<file path="config.mk">
export PLATFORM = sky130hd
export DESIGN_NAME = rn_release_sequencer
export DESIGN_NICKNAME = d
export VERILOG_FILES = /design/src/rtl/rn_release_sequencer.sv
export SDC_FILE = /design/constraint.sdc
export NUM_CORES = 1
export LEC_CHECK = 0
export BUFFER_PORTS_ARGS = -buffer_cell sky130_fd_sc_hd__buf_2
export CORE_MARGIN = 10
export CORE_UTILIZATION = 40
export CTS_CLUSTER_DIAMETER = 80
export CTS_CLUSTER_SIZE = 10
export DETAILED_ROUTE_END_ITERATION = 12
export GPL_TIMING_DRIVEN = 0
export PLACE_DENSITY = 0.56
export SLEW_MARGIN = 20
export SYNTH_ARGS = -nofsm -noshare
export SYNTH_HDL_FRONTEND = slang
export SYNTH_SLANG_ARGS = --single-unit
</file>
<file path="constraint.sdc">
create_clock -name i_clk -period 4.7 [get_ports i_clk]
set_input_delay 0.235 -clock i_clk [delete_from_list [all_inputs] [get_ports i_clk]]
set_output_delay 0.235 -clock i_clk [all_outputs]
set_load 0.005 [all_outputs]
</file>
<file path="src/rtl/rn_release_sequencer.sv">
// rtl/rn_release_sequencer.sv - staggered release generator for active-low RN domain resets
module rn_release_sequencer #(
  parameter int N_OUT       = 4,
  parameter int HOLD_CYC    = 8,
  parameter int STAGGER_CYC = 4,
  parameter int CNT_W       = 8
) (
  input  logic             i_clk,
  input  logic             i_rst,
  input  logic             i_sw_rst_req,
  output logic [N_OUT-1:0] o_rn,
  output logic             o_busy,
  output logic             o_done
);

  localparam int IDX_W = $clog2(N_OUT) + 1;

  typedef enum logic [1:0] {
    ST_ASSERT  = 2'd0,
    ST_RELEASE = 2'd1,
    ST_RUN     = 2'd2
  } state_t;

  state_t           r_state;
  state_t           w_state_nxt;
  logic [CNT_W-1:0] r_cnt;
  logic [CNT_W-1:0] w_cnt_nxt;
  logic [IDX_W-1:0] r_idx;
  logic [IDX_W-1:0] w_idx_nxt;
  logic [N_OUT-1:0] r_rn;
  logic [N_OUT-1:0] w_rn_nxt;
  logic             r_busy;
  logic             r_done;

  // BUSY/DONE are decoded from the next state so they move on the same edge as it.
  always_ff @(posedge i_clk) begin
    if (i_rst) begin
      r_state <= ST_ASSERT;
      r_cnt   <= '0;
      r_idx   <= '0;
      r_rn    <= '0;
      r_busy  <= 1'b1;
      r_done  <= 1'b0;
    end else begin
      r_state <= w_state_nxt;
      r_cnt   <= w_cnt_nxt;
      r_idx   <= w_idx_nxt;
      r_rn    <= w_rn_nxt;
      r_busy  <= (w_state_nxt != ST_RUN);
      r_done  <= (w_state_nxt == ST_RUN);
    end
  end

  always_comb begin
    w_state_nxt = r_state;
    w_cnt_nxt   = r_cnt;
    w_idx_nxt   = r_idx;
    w_rn_nxt    = r_rn;
    if (i_sw_rst_req) begin
      w_state_nxt = ST_ASSERT;
      w_cnt_nxt   = '0;
      w_idx_nxt   = '0;
      w_rn_nxt    = '0;
    end else begin
      case (r_state)
        ST_ASSERT: begin
          w_rn_nxt = '0;
          if (r_cnt == CNT_W'(HOLD_CYC - 1)) begin
            w_rn_nxt[0] = 1'b1;
            w_cnt_nxt   = '0;
            w_idx_nxt   = IDX_W'(1);
            w_state_nxt = (N_OUT == 1) ? ST_RUN : ST_RELEASE;
          end else begin
            w_cnt_nxt = r_cnt + CNT_W'(1);
          end
        end
        ST_RELEASE: begin
          if (r_cnt == CNT_W'(STAGGER_CYC - 1)) begin
            w_cnt_nxt = '0;
            w_idx_nxt = r_idx + IDX_W'(1);
            for (int i = 0; i < N_OUT; i++) begin
              if (r_idx == IDX_W'(i)) begin
                w_rn_nxt[i] = 1'b1;
              end
            end
            if (r_idx == IDX_W'(N_OUT - 1)) begin
              w_state_nxt = ST_RUN;
            end
          end else begin
            w_cnt_nxt = r_cnt + CNT_W'(1);
          end
        end
        ST_RUN: begin
          w_rn_nxt = '1;
        end
        default: begin
          w_state_nxt = ST_ASSERT;
          w_cnt_nxt   = '0;
          w_idx_nxt   = '0;
          w_rn_nxt    = '0;
        end
      endcase
    end
  end

  assign o_rn   = r_rn;
  assign o_busy = r_busy;
  assign o_done = r_done;

endmodule

</file>
==> results by stage <==
Outcome:
- The flow ran to the end, and the final reports show no timing, DRC or antenna violations.

Route:
- The count of antenna-violating nets left after detailed routing is 0.
- Before antenna repair, the detailed router went through 4 iterations.
- The aggregate routed wire length is 2270 um.
- The ratio of routed vias to standard cells is 5.39.
- The initial DRC count is 50.
- Across all layers, the routed design uses 867 vias.
- In the final routed layout, each cell accounts on average for 14.1 um.
- After detailed routing, the number of remaining DRC violations is 0.

Clock tree:
- The clock passes through at most 2 buffers.
- The quantity of hold-fixing buffers added after cts is 0.
- TritonCTS built the clock tree.
- In this run, post-CTS repair resized a total of 0 instances.
- The TritonCTS sink count is 19.
- The clock buffer count from CTS is 3.
- CTS placed an instance of sky130_fd_sc_hd__clkbuf_4 at the clock tree root.
- The H-tree depth is 1.
- The number of buffers inserted to repair setup after CTS is 0.
- After clock tree synthesis, the clock-pin slew on the worst setup and hold paths is 0.11 ns.
- The insertion delay to the later sink of the worst-skew pair is 0.30 ns.

Timing:
- The number of hold violations in the final report came to 0.
- The final critical-path setup slack is 2.73 ns.
- The setup total negative slack is 0 ns.
- Of the available clock period, the critical path in the final layout requires 42.0%.
- For this run, the top clock speed supported by timing is 0.507 GHz.
- The worst relative slew slack is 63.7%.
- The slew of the pin with the lowest slew margin is 0.536 ns.
- Between clock sinks in the finished design, the worst skew comes to 0.00215 ns.
- The final max-slew violation count is 0.
- The setup-violating endpoint count in the final report is 0.
- Setup repair after global routing left no endpoint under its margin.
- Subtracting the final worst setup slack from the clock period gives 1.97 ns.

Die:
- The row count is 19.
- The area of the core is 2710 um2.
- The overall die height is 72.6 um.
- The die extent in x is 72.6 um.
- The I/O pin total is 9.
- The die outline area is 5270 um2.
- The initial cell density of the core is 40.8%.

Synthesis:
- In the synthesized netlist, the cells that appear most often are sky130_fd_sc_hd__dfxtp_1 (19), sky130_fd_sc_hd__nor2_1 (15), sky130_fd_sc_hd__ha_1 (10), sky130_fd_sc_hd__inv_1 (10), sky130_fd_sc_hd__nand2_1 (6).
- The share of the synthesized area in the top cell type is 34.4%.
- In this run, synthesis inferred 0 flip-flops with an integrated enable.
- Sequential cells were found to cover 34.4% of the synthesized design area.
- The number of standard cells after synthesis is 118.
- The number of warning messages in the yosys log is 0.
- The share of synthesized registers carrying an async set or reset is 0%.
- When the netlist entered floorplanning its net count stood at 131.
- The number of storage elements in the synthesis netlist is 19.
- Each instance of the synthesized netlist takes up on average 9.37 um2.
- The most used flip-flop cell after synthesis is sky130_fd_sc_hd__dfxtp_1.
- The dominant cell by count in the synthesized netlist is sky130_fd_sc_hd__dfxtp_1.
- Sorting the synthesized cells by area gives the leading types as sky130_fd_sc_hd__dfxtp_1 (34%), sky130_fd_sc_hd__ha_1 (11%), sky130_fd_sc_hd__nor2_1 (5.1%).
- The mapped netlist covers 1110 um2.
- The cell taking the most area after synthesis is sky130_fd_sc_hd__dfxtp_1.
- Counting distinct cell types in the post-synthesis netlist gives 39.

Min path:
- The worst hold path terminates at r_state[0].
- The tightest min-delay check is of the in -> reg type.
- The worst hold path was traced through 2 stages.
- The startpoint identified for the worst hold timing path is i_rst.

Power and ir drop:
- Registers are responsible for 63.3% of the overall power.
- For this design the total switching power over the nets is 58.0 uW.
- In this run, the clock network consumes 33.0% of the power.
- The design draws 257 uW.
- Power spread over the standard cell area amounts to 212 nW/um2.
- The cell leakage power is 0.000469 uW.
- Combinational logic is responsible for 3.7% of the overall power.
- The switching share of power is 22.6%.
- Across the VDD grid, the largest voltage drop is 0.116 mV.
- The internal portion of the total power is 199 uW.

Placement:
- Timing analysis after detailed placement gives a worst setup slack of 2.74 ns.
- The placed instances occupy a cell area of 1180 um2.
- The placed instance count is 157.
- Buffers placed on the I/O ports in this run total 8.
- The wire-length estimate of the detail-placed layout is 1820 um.
- At the end of routability-driven placement, the weighted congestion stood at 0.797.

Setup path:
- The worst reg-to-reg setup slack is 2.73 ns.
- The element type at the critical path end is a flop.
- Tracing the worst setup path back leads to its startpoint at r_state[0].
- The kind of launch point of the worst setup path is a flop.
- STA puts the critical path data arrival time at 2.22 ns.
- The required time at the endpoint of the critical path is 4.95 ns.
- In this run the critical register-to-register path is captured at r_cnt[6].
- The number of cells on the worst reg-to-reg path is 7.
- The worst setup path is of the reg -> reg kind.
- The worst register-to-register path begins at r_state[0].
- Along the worst path, the maximum fanout reaches 9.

Global route:
- The total track usage is 9.60%.
- The first-pass GRT wire length is 4120 um.
- The largest net degree at the start of global routing is 11.
- The number of global-route vias before repair is 900.
- The aggregate global routing overflow is 0.
- The number of antenna violations at the first check in global routing is 0.

Layout:
- The number of diodes is 0.
- After the flow finishes, the layout carries non-filler instances totaling 161.
- The layout has 290 filler cells.
- The share of layout cells above drive strength 1 is 16.2%.
- Summing all non-filler instances in the final layout gives an area of 1210 um2.
- The final net count is 144.
- The layout overhead on the synthesized area is 9.50%.

Run:
- The count of maximum capacitance violations is 0.
==> critical path, stage by stage (launching register included) <==
cell and delay (ns):
sky130_fd_sc_hd__dfxtp_1 0.41, sky130_fd_sc_hd__inv_1 0.08, sky130_fd_sc_hd__ha_1 0.19, sky130_fd_sc_hd__clkbuf_1 0.19, sky130_fd_sc_hd__nor2b_1 0.35, sky130_fd_sc_hd__nand3_1 0.14
sky130_fd_sc_hd__or4b_1 0.48, sky130_fd_sc_hd__o21ai_1 0.08
==> per-stage QoR <==
step           hold slack, ns  utilization (%)
2_1_floorplan           0.307                -
3_3_place_gp            0.435             43.7
3_5_place_dp            0.440             43.7
4_1_cts                 0.102             44.7
5_1_grt                0.0970             44.7
6_report                0.112             44.7
==> power groups by stage <==
stage / combinational (uW) / clock (uW) / sequential, uW
2_1_floorplan: 6.30 / 0 / 166
3_3_place_gp: 9.39 / 0 / 166
3_5_place_dp: 9.48 / 0 / 166
4_1_cts: 9.56 / 90.0 / 163
5_1_grt: 10.8 / 98.3 / 163
6_report: 9.48 / 84.7 / 163
==> logic make-up after synthesis <==
family	share of synthesized area, %
AND/OR/NAND/NOR	21.4
AO/OA/AOI/OAI	21.7
flip-flops	34.4
XOR/XNOR	3.17
buffers and inverters	4.41
multiplexers	3.62
adder cells (fa/ha/maj)	11.3
==> worst max path at each step <==
| stage | to | slack, ns | depth (start not counted) |
|---|---|---|---|
| after CTS | r_cnt[6] | 2.72 | 7 |
| after global placement | r_cnt[6] | 2.78 | 7 |
| after floorplan | o_busy | 2.93 | 4 |
| final | r_cnt[6] | 2.73 | 7 |
| after detailed placement | r_cnt[6] | 2.74 | 7 |
| after global routing | r_cnt[6] | 2.54 | 7 |
==> cell type report <==
cell class / count / area, um2 / area share [%]
clock buffers: 4 / 26.3 / 2.17
plain buffers: 3 / 11.3 / 0.930
multi-input cells: 86 / 677 / 55.9
repair buffers: 8 / 40.0 / 3.31
inverters: 10 / 37.5 / 3.10
flip-flops and latches: 19 / 380 / 31.4
well taps: 31 / 38.8 / 3.20
==> cell usage in the layout, fill, tap and decap left out, drive strengths merged, types with 5 or more instances in the layout <==
master,count
nor2,15
inv,10
dfxtp,19
nand2,6
clkbuf,7
nand3,5
buf,8
ha,10
==> sequential cells by signal, summed over array words and instances, names as in the netlist <==
register  cells
o_done        1
o_rn          4
o_busy        1
r_idx         3
r_state       2
r_cnt         8
==> layer usage <==
layer,vias to the layer above,GRT usage (%),wire (um)
met5,-,0,0
met4,0,3.80,40
met3,5,2.31,71
met2,11,15.0,1060
met1,397,12.3,1110
li1,454,-,-
No activity file was read; power rests on OpenSTA's default activity.
